==> config.mk <==
export PLATFORM = sky130hd
export DESIGN_NAME = lru_state_array
export DESIGN_NICKNAME = d
export VERILOG_FILES = /design/src/rtl/lru_state_array.sv
export SDC_FILE = /design/constraint.sdc
export NUM_CORES = 1
export LEC_CHECK = 0
export BUFFER_PORTS_ARGS = -buffer_cell sky130_fd_sc_hd__buf_2
export CAP_MARGIN = 20
export CORE_MARGIN = 2
export CORE_UTILIZATION = 30
export DETAILED_ROUTE_END_ITERATION = 10
export GPL_TIMING_DRIVEN = 0
export PLACE_DENSITY = 0.44
export SLEW_MARGIN = 10
export SYNTH_ARGS = -nofsm -noshare
export SYNTH_HDL_FRONTEND = slang
export SYNTH_SLANG_ARGS = --single-unit
==> constraint.sdc <==
create_clock -name i_clk -period 11.2 [get_ports i_clk]
set_input_delay 2.24 -clock i_clk [delete_from_list [all_inputs] [get_ports i_clk]]
set_output_delay 2.24 -clock i_clk [all_outputs]
set_load 0.02 [all_outputs]
==> src/rtl/lru_state_array.sv <==
// rtl/lru_state_array.sv - per-set LRU age-counter rows with init sweep and 2-stage read-modify-write
module lru_state_array #(
  parameter int WAY  = 4,
  parameter int SETS = 64
) (
  input  logic                                  i_clk,
  input  logic                                  i_rst_n,
  input  logic                                  i_req_valid,
  output logic                                  o_req_ready,
  input  logic [$clog2(SETS)-1:0]               i_req_set,
  input  logic                                  i_req_hit,
  input  logic [$clog2(WAY)-1:0]                i_req_way,
  output logic                                  o_rsp_valid,
  output logic [$clog2(SETS)-1:0]               o_rsp_set,
  output logic [$clog2(WAY)-1:0]                o_rsp_way,
  output logic [WAY*$clog2(WAY)-1:0]            o_rsp_tags,
  output logic                                  o_init_done
);

  localparam int SINGLE_TAG_LENGTH = $clog2(WAY);
  localparam int TAG_LENGTH        = WAY * SINGLE_TAG_LENGTH;
  localparam int SET_BITS          = $clog2(SETS);
  localparam int STL               = SINGLE_TAG_LENGTH;

  function automatic logic [TAG_LENGTH-1:0] init_row_f();
    logic [TAG_LENGTH-1:0] r;
    r = '0;
    for (int i = 0; i < WAY; i++) begin
      r[(WAY-1-i)*STL +: STL] = STL'(WAY-1-i);
    end
    return r;
  endfunction

  localparam logic [TAG_LENGTH-1:0] INIT_ROW = init_row_f();

  typedef enum logic {S_INIT, S_RUN} state_t;

  state_t                state_q;
  logic [SET_BITS-1:0]   init_cnt_q;
  logic [TAG_LENGTH-1:0] mem_q [SETS];

  logic                  a_valid_q;
  logic [SET_BITS-1:0]   a_set_q;
  logic                  a_hit_q;
  logic [STL-1:0]        a_way_q;
  logic [TAG_LENGTH-1:0] a_row_q;

  logic                  accept;
  logic [TAG_LENGTH-1:0] rd_row;
  logic [STL-1:0]        tgt_way;
  logic [STL-1:0]        hold_cnt;
  logic [STL-1:0]        cnt;
  logic [TAG_LENGTH-1:0] new_row_d;

  assign accept = i_req_valid & o_req_ready;

  // Stage B: pick target way, promote it to MRU, age the ways that were younger.
  always_comb begin
    tgt_way = a_way_q;
    if (!a_hit_q) begin
      tgt_way = '0;
      for (int i = WAY-1; i >= 0; i--) begin
        if (a_row_q[(WAY-1-i)*STL +: STL] == '0) tgt_way = STL'(i);
      end
    end
    hold_cnt = '0;
    for (int i = 0; i < WAY; i++) begin
      if (STL'(i) == tgt_way) hold_cnt = a_row_q[(WAY-1-i)*STL +: STL];
    end
    new_row_d = a_row_q;
    cnt       = '0;
    for (int i = 0; i < WAY; i++) begin
      cnt = a_row_q[(WAY-1-i)*STL +: STL];
      if (STL'(i) == tgt_way) begin
        new_row_d[(WAY-1-i)*STL +: STL] = STL'(WAY-1);
      end else if (cnt > hold_cnt) begin
        new_row_d[(WAY-1-i)*STL +: STL] = cnt - STL'(1);
      end
    end
  end

  // A same-set access right behind stage B must see B's row, not the stale array.
  assign rd_row = (a_valid_q && (a_set_q == i_req_set)) ? new_row_d : mem_q[i_req_set];

  always_ff @(posedge i_clk) begin
    if (!i_rst_n) begin
      state_q     <= S_INIT;
      init_cnt_q  <= '0;
      o_req_ready <= 1'b0;
      o_init_done <= 1'b0;
      a_valid_q   <= 1'b0;
      o_rsp_valid <= 1'b0;
      o_rsp_set   <= '0;
      o_rsp_way   <= '0;
      o_rsp_tags  <= '0;
    end else begin
      case (state_q)
        S_INIT: begin
          init_cnt_q <= init_cnt_q + SET_BITS'(1);
          if (init_cnt_q == SET_BITS'(SETS-1)) begin
            state_q     <= S_RUN;
            o_req_ready <= 1'b1;
            o_init_done <= 1'b1;
          end
        end
        default: ;
      endcase

      a_valid_q <= accept;
      if (accept) begin
        a_set_q <= i_req_set;
        a_hit_q <= i_req_hit;
        a_way_q <= i_req_way;
        a_row_q <= rd_row;
      end

      o_rsp_valid <= a_valid_q;
      if (a_valid_q) begin
        o_rsp_set  <= a_set_q;
        o_rsp_way  <= tgt_way;
        o_rsp_tags <= new_row_d;
      end
    end
  end

  always_ff @(posedge i_clk) begin
    if (i_rst_n) begin
      if (state_q == S_INIT) begin
        mem_q[init_cnt_q] <= INIT_ROW;
      end else if (a_valid_q) begin
        mem_q[a_set_q] <= new_row_d;
      end
    end
  end

endmodule

==> flow_summary.yaml <==
power_and_ir_drop:
  leakage_nw: 8.09
  power-per-cell-area_mw_per_mm2: 167
  peakVddDrop_mv: 0.112
critical_path:
  r2r_end: "mem_q[47][6]"
  critPathKind: "reg -> reg"
  r2r.worst_path.cells: 14
  critPathRequiredTime_ns: 11.53
  crit_path_end_kind: "flop"
  cp_slowest_cell: "a21boi_0"
  critical_path_cell_by_cell: "inv_1, ha_1, o41a_1, clkbuf_1, nand2_1, o21ai_0, o21ai_0, ha_1, nor2b_1, o21ai_0, xnor2_1, a21boi_0, nand2_2, buf_12"
  max_fanout_on_critical_path: 40
  cp.arrival_ns: 5.31
  reg2reg_from: "a_row_q[4]"
  critical_path.startpoint_type: "flop"
  most_used_cell_along_the_critical_path: "o21ai_0"
  biggest_cell_delay_along_the_critical_path_ns: 0.66
  rrSetupSlack_ns: 6.23
floorplan:
  ios: 31
  fp.dieArea_mm2: 0.0764
  fp.dieW_um: 276
  initial_core_util: 0.304
  die_y_um: 276
  number_of_rows_created_at_floorplan: 99
  core_area_mm2: 0.0732
placement:
  detailed_place.area_mm2: 0.0239
  dp_hpwl_mm: 43.0
  placement.setup.worst_slack_ns: 5.76
  place_congestion: 0.850
  io_buffers: 30
synth:
  post_synth_inst_count: 1168
  ys_ff_latch: 555
  avgSynthCellArea_um2: 19.1
  edff_count_synth: 529
  synth.lib_cells_used.distinct: 51
  syn_nets: 1193
  synth_sequential_area_ratio: 0.737
  ffs_w_async_s_r_synth: 0
  synth-warning-count: 0
  synthFlopType: "edfxtp_1"
  synth.cell_area_mm2: 0.0223
route:
  first_iter_violations: 1023
  routed_length_per_instance_um: 28.0
  drc: 0
  drtAntennaViolNets: 0
  num_vias: 11681
  total_iterations_of_the_first_detailed_routing_run: 5
  route.detailed.vias_per_inst: 5.13
  drt_wl_total_mm: 63.9
global_routing:
  antenna_violations_before_repair: 1
  global_route.usage.total: 0.167
  grt_max_degree: 65
  number_of_global_route_vias_before_repair: 11961
  grt-ovfl-total: 0
  grt_first_pass_wirelength_mm: 90.1
min_path:
  hold_depth: 2
  worstHoldEndpoint: "o_rsp_tags[2]"
  hp-start: "o_rsp_tags[2]"
  holdCritPathClass: "reg -> reg"
cts:
  htree_num_levels: 2
  post_cts_resized: 0
  cts_tree: "done"
  maximum_clock_path_buffer_count: 3
  cts_hold_buffers: 0
  postCtsSetupBuffers: 0
  cts.clk_slew.worst_paths_ns: 0.06
  cts_made_buffers: 59
  clockRootBuffer: "clkbuf_16"
  worstSkewPairLatency_ns: 0.62
  clock_sinks: 555
timing:
  timing_max_transition_violations_final: 0
  finalWorstSetupSlack_ns: 6.23
  max_slew.worst_pin.slew_ns: 1.14
  clock.fmax_ghz: 0.201
  timing.hold.ws_ns: 0.484
  unrepaired_setup_endpoints_after_global_routing: "false"
  timing.final.crit_period_ns: 4.97
  finalSetupViolCount: 0
  min_period_over_period: 0.444
  finalHoldViolCount: 0
  timing.clock.skew_ns: 0.0162
  timing.setup.tns_ns: 0
  timing.max_slew.rel_slack: 0.239
finish:
  stdcell_area_mm2: 0.0258
  area_growth_pct: 16.0
  antenna_cell_count: 0
  drive_above_1_share: 0.245
  most-common-layout-cells: "edfxtp_1 (529), mux4_2 (126), nor2_1 (103)"
  num-nets-final: 1302
  layout.cells.most_common: "edfxtp_1"
run:
  cap_violations: 0
run_status:
  result_of_the_run: "completed"
## critical path: cells and delay by family, from the launching register on
family	cells	cell delay (ns)
fa+ha+maj	2	0.61
buf+inv	3	0.66
compound gates	5	2.05
xor+xnor	1	0.16
simple gates	3	0.81
flops	1	0.38
## cells in the mapped netlist (4+ instances only)
library cell / count / area (um^2)
a22oi_1: 14 / 105
buf_4: 6 / 45.0
clkbuf_1: 18 / 67.6
o31ai_1: 6 / 45.0
a211oi_1: 13 / 97.6
a21o_1: 6 / 45.0
edfxtp_1: 529 / 15900
nor2_1: 108 / 405
xnor2_1: 10 / 87.6
nand2b_1: 17 / 106
o21a_1: 5 / 37.5
buf_1: 7 / 26.3
dfxtp_1: 26 / 521
a221oi_1: 11 / 96.3
buf_2: 17 / 85.1
a22o_1: 6 / 52.6
o21ai_0: 15 / 75.1
nor3_1: 8 / 40.0
mux4_2: 126 / 2840
a211o_1: 4 / 35.0
a21oi_1: 5 / 25.0
inv_1: 12 / 45.0
or3_1: 6 / 37.5
mux2_2: 26 / 293
nor4_1: 4 / 25.0
nand3_1: 11 / 55.1
xor2_1: 4 / 35.0
o22ai_1: 13 / 81.3
and3_1: 4 / 25.0
nand2_1: 46 / 173
mux2i_1: 12 / 120
o2111ai_1: 6 / 52.6
buf_6: 8 / 90.1
ha_1: 13 / 163
nor2b_1: 15 / 93.8
## report_power, final
group,leakage [nW],switching (mW),total [mW],internal (mW)
Clock,0.916,0.809,1.93,1.12
Sequential,5.11,0.00228,2.25,2.25
Combinational,2.07,0.0952,0.145,0.0496
## stage by stage
| stage | instances | power (mW) | utilization |
|---|---|---|---|
| after floorplan | 1168 | 2.38 | - |
| after global placement | 2157 | 2.43 | 0.323 |
| after detailed placement | 2171 | 2.44 | 0.327 |
| after CTS | 2275 | 4.36 | 0.352 |
| after global routing | 2279 | 4.44 | 0.353 |
| final | 2279 | 4.32 | 0.353 |
## state kept, by name, indices dropped and copies added, names as in the netlist, 2 cells and up
signal      flops
o_rsp_set       6
mem_q         512
o_rsp_way       2
o_rsp_tags      8
a_row_q         8
init_cnt_q      6
a_way_q         2
a_set_q         6
## metal layers
layer,routed length [um],vias up,GRT usage,share of wire
li1,-,4980,-,-
met1,29200,6272,0.232,0.46
met2,29600,323,0.265,0.46
met3,2870,106,0.0254,0.045
met4,2230,0,0.0594,0.035
met5,0,-,0,0
## kinds of logic after synthesis
family	count (synthesis)	share of synthesized area
xor gates and xnor gates	14	0.00550
buffers and inverters	73	0.0184
DFF	555	0.737
AOI/OAI and AO/OA	120	0.0400
and+or+nand+nor	229	0.0463
muxes	164	0.146
adders and majority gates	13	0.00730
## cell type report
cell class / count / area (um^2)
Clock inverter: 35 / 310
Tap cell: 959 / 1200
Clock buffer: 69 / 1560
Multi-Input combinational cell: 540 / 5520
Fill cell: 6787 / 47400
Timing Repair Buffer: 48 / 435
Inverter: 15 / 56.3
Sequential cell: 555 / 16400
Buffer: 58 / 354
## worst max path at each step
| stage | start | end | slack (ns) | cells past startpoint |
|---|---|---|---|---|
| floorplan | a_row_q[4] | mem_q[0][1] | 6.42 | 12 |
| global placement | a_row_q[4] | mem_q[14][1] | 3.04 | 12 |
| detailed placement | i_req_set[1] | a_row_q[0] | 5.76 | 9 |
| CTS | a_row_q[4] | mem_q[47][6] | 6.19 | 14 |
| global route | a_row_q[4] | mem_q[45][6] | 5.87 | 14 |
| finish | a_row_q[4] | mem_q[47][6] | 6.23 | 14 |
(Power assumes the default switching activity.)
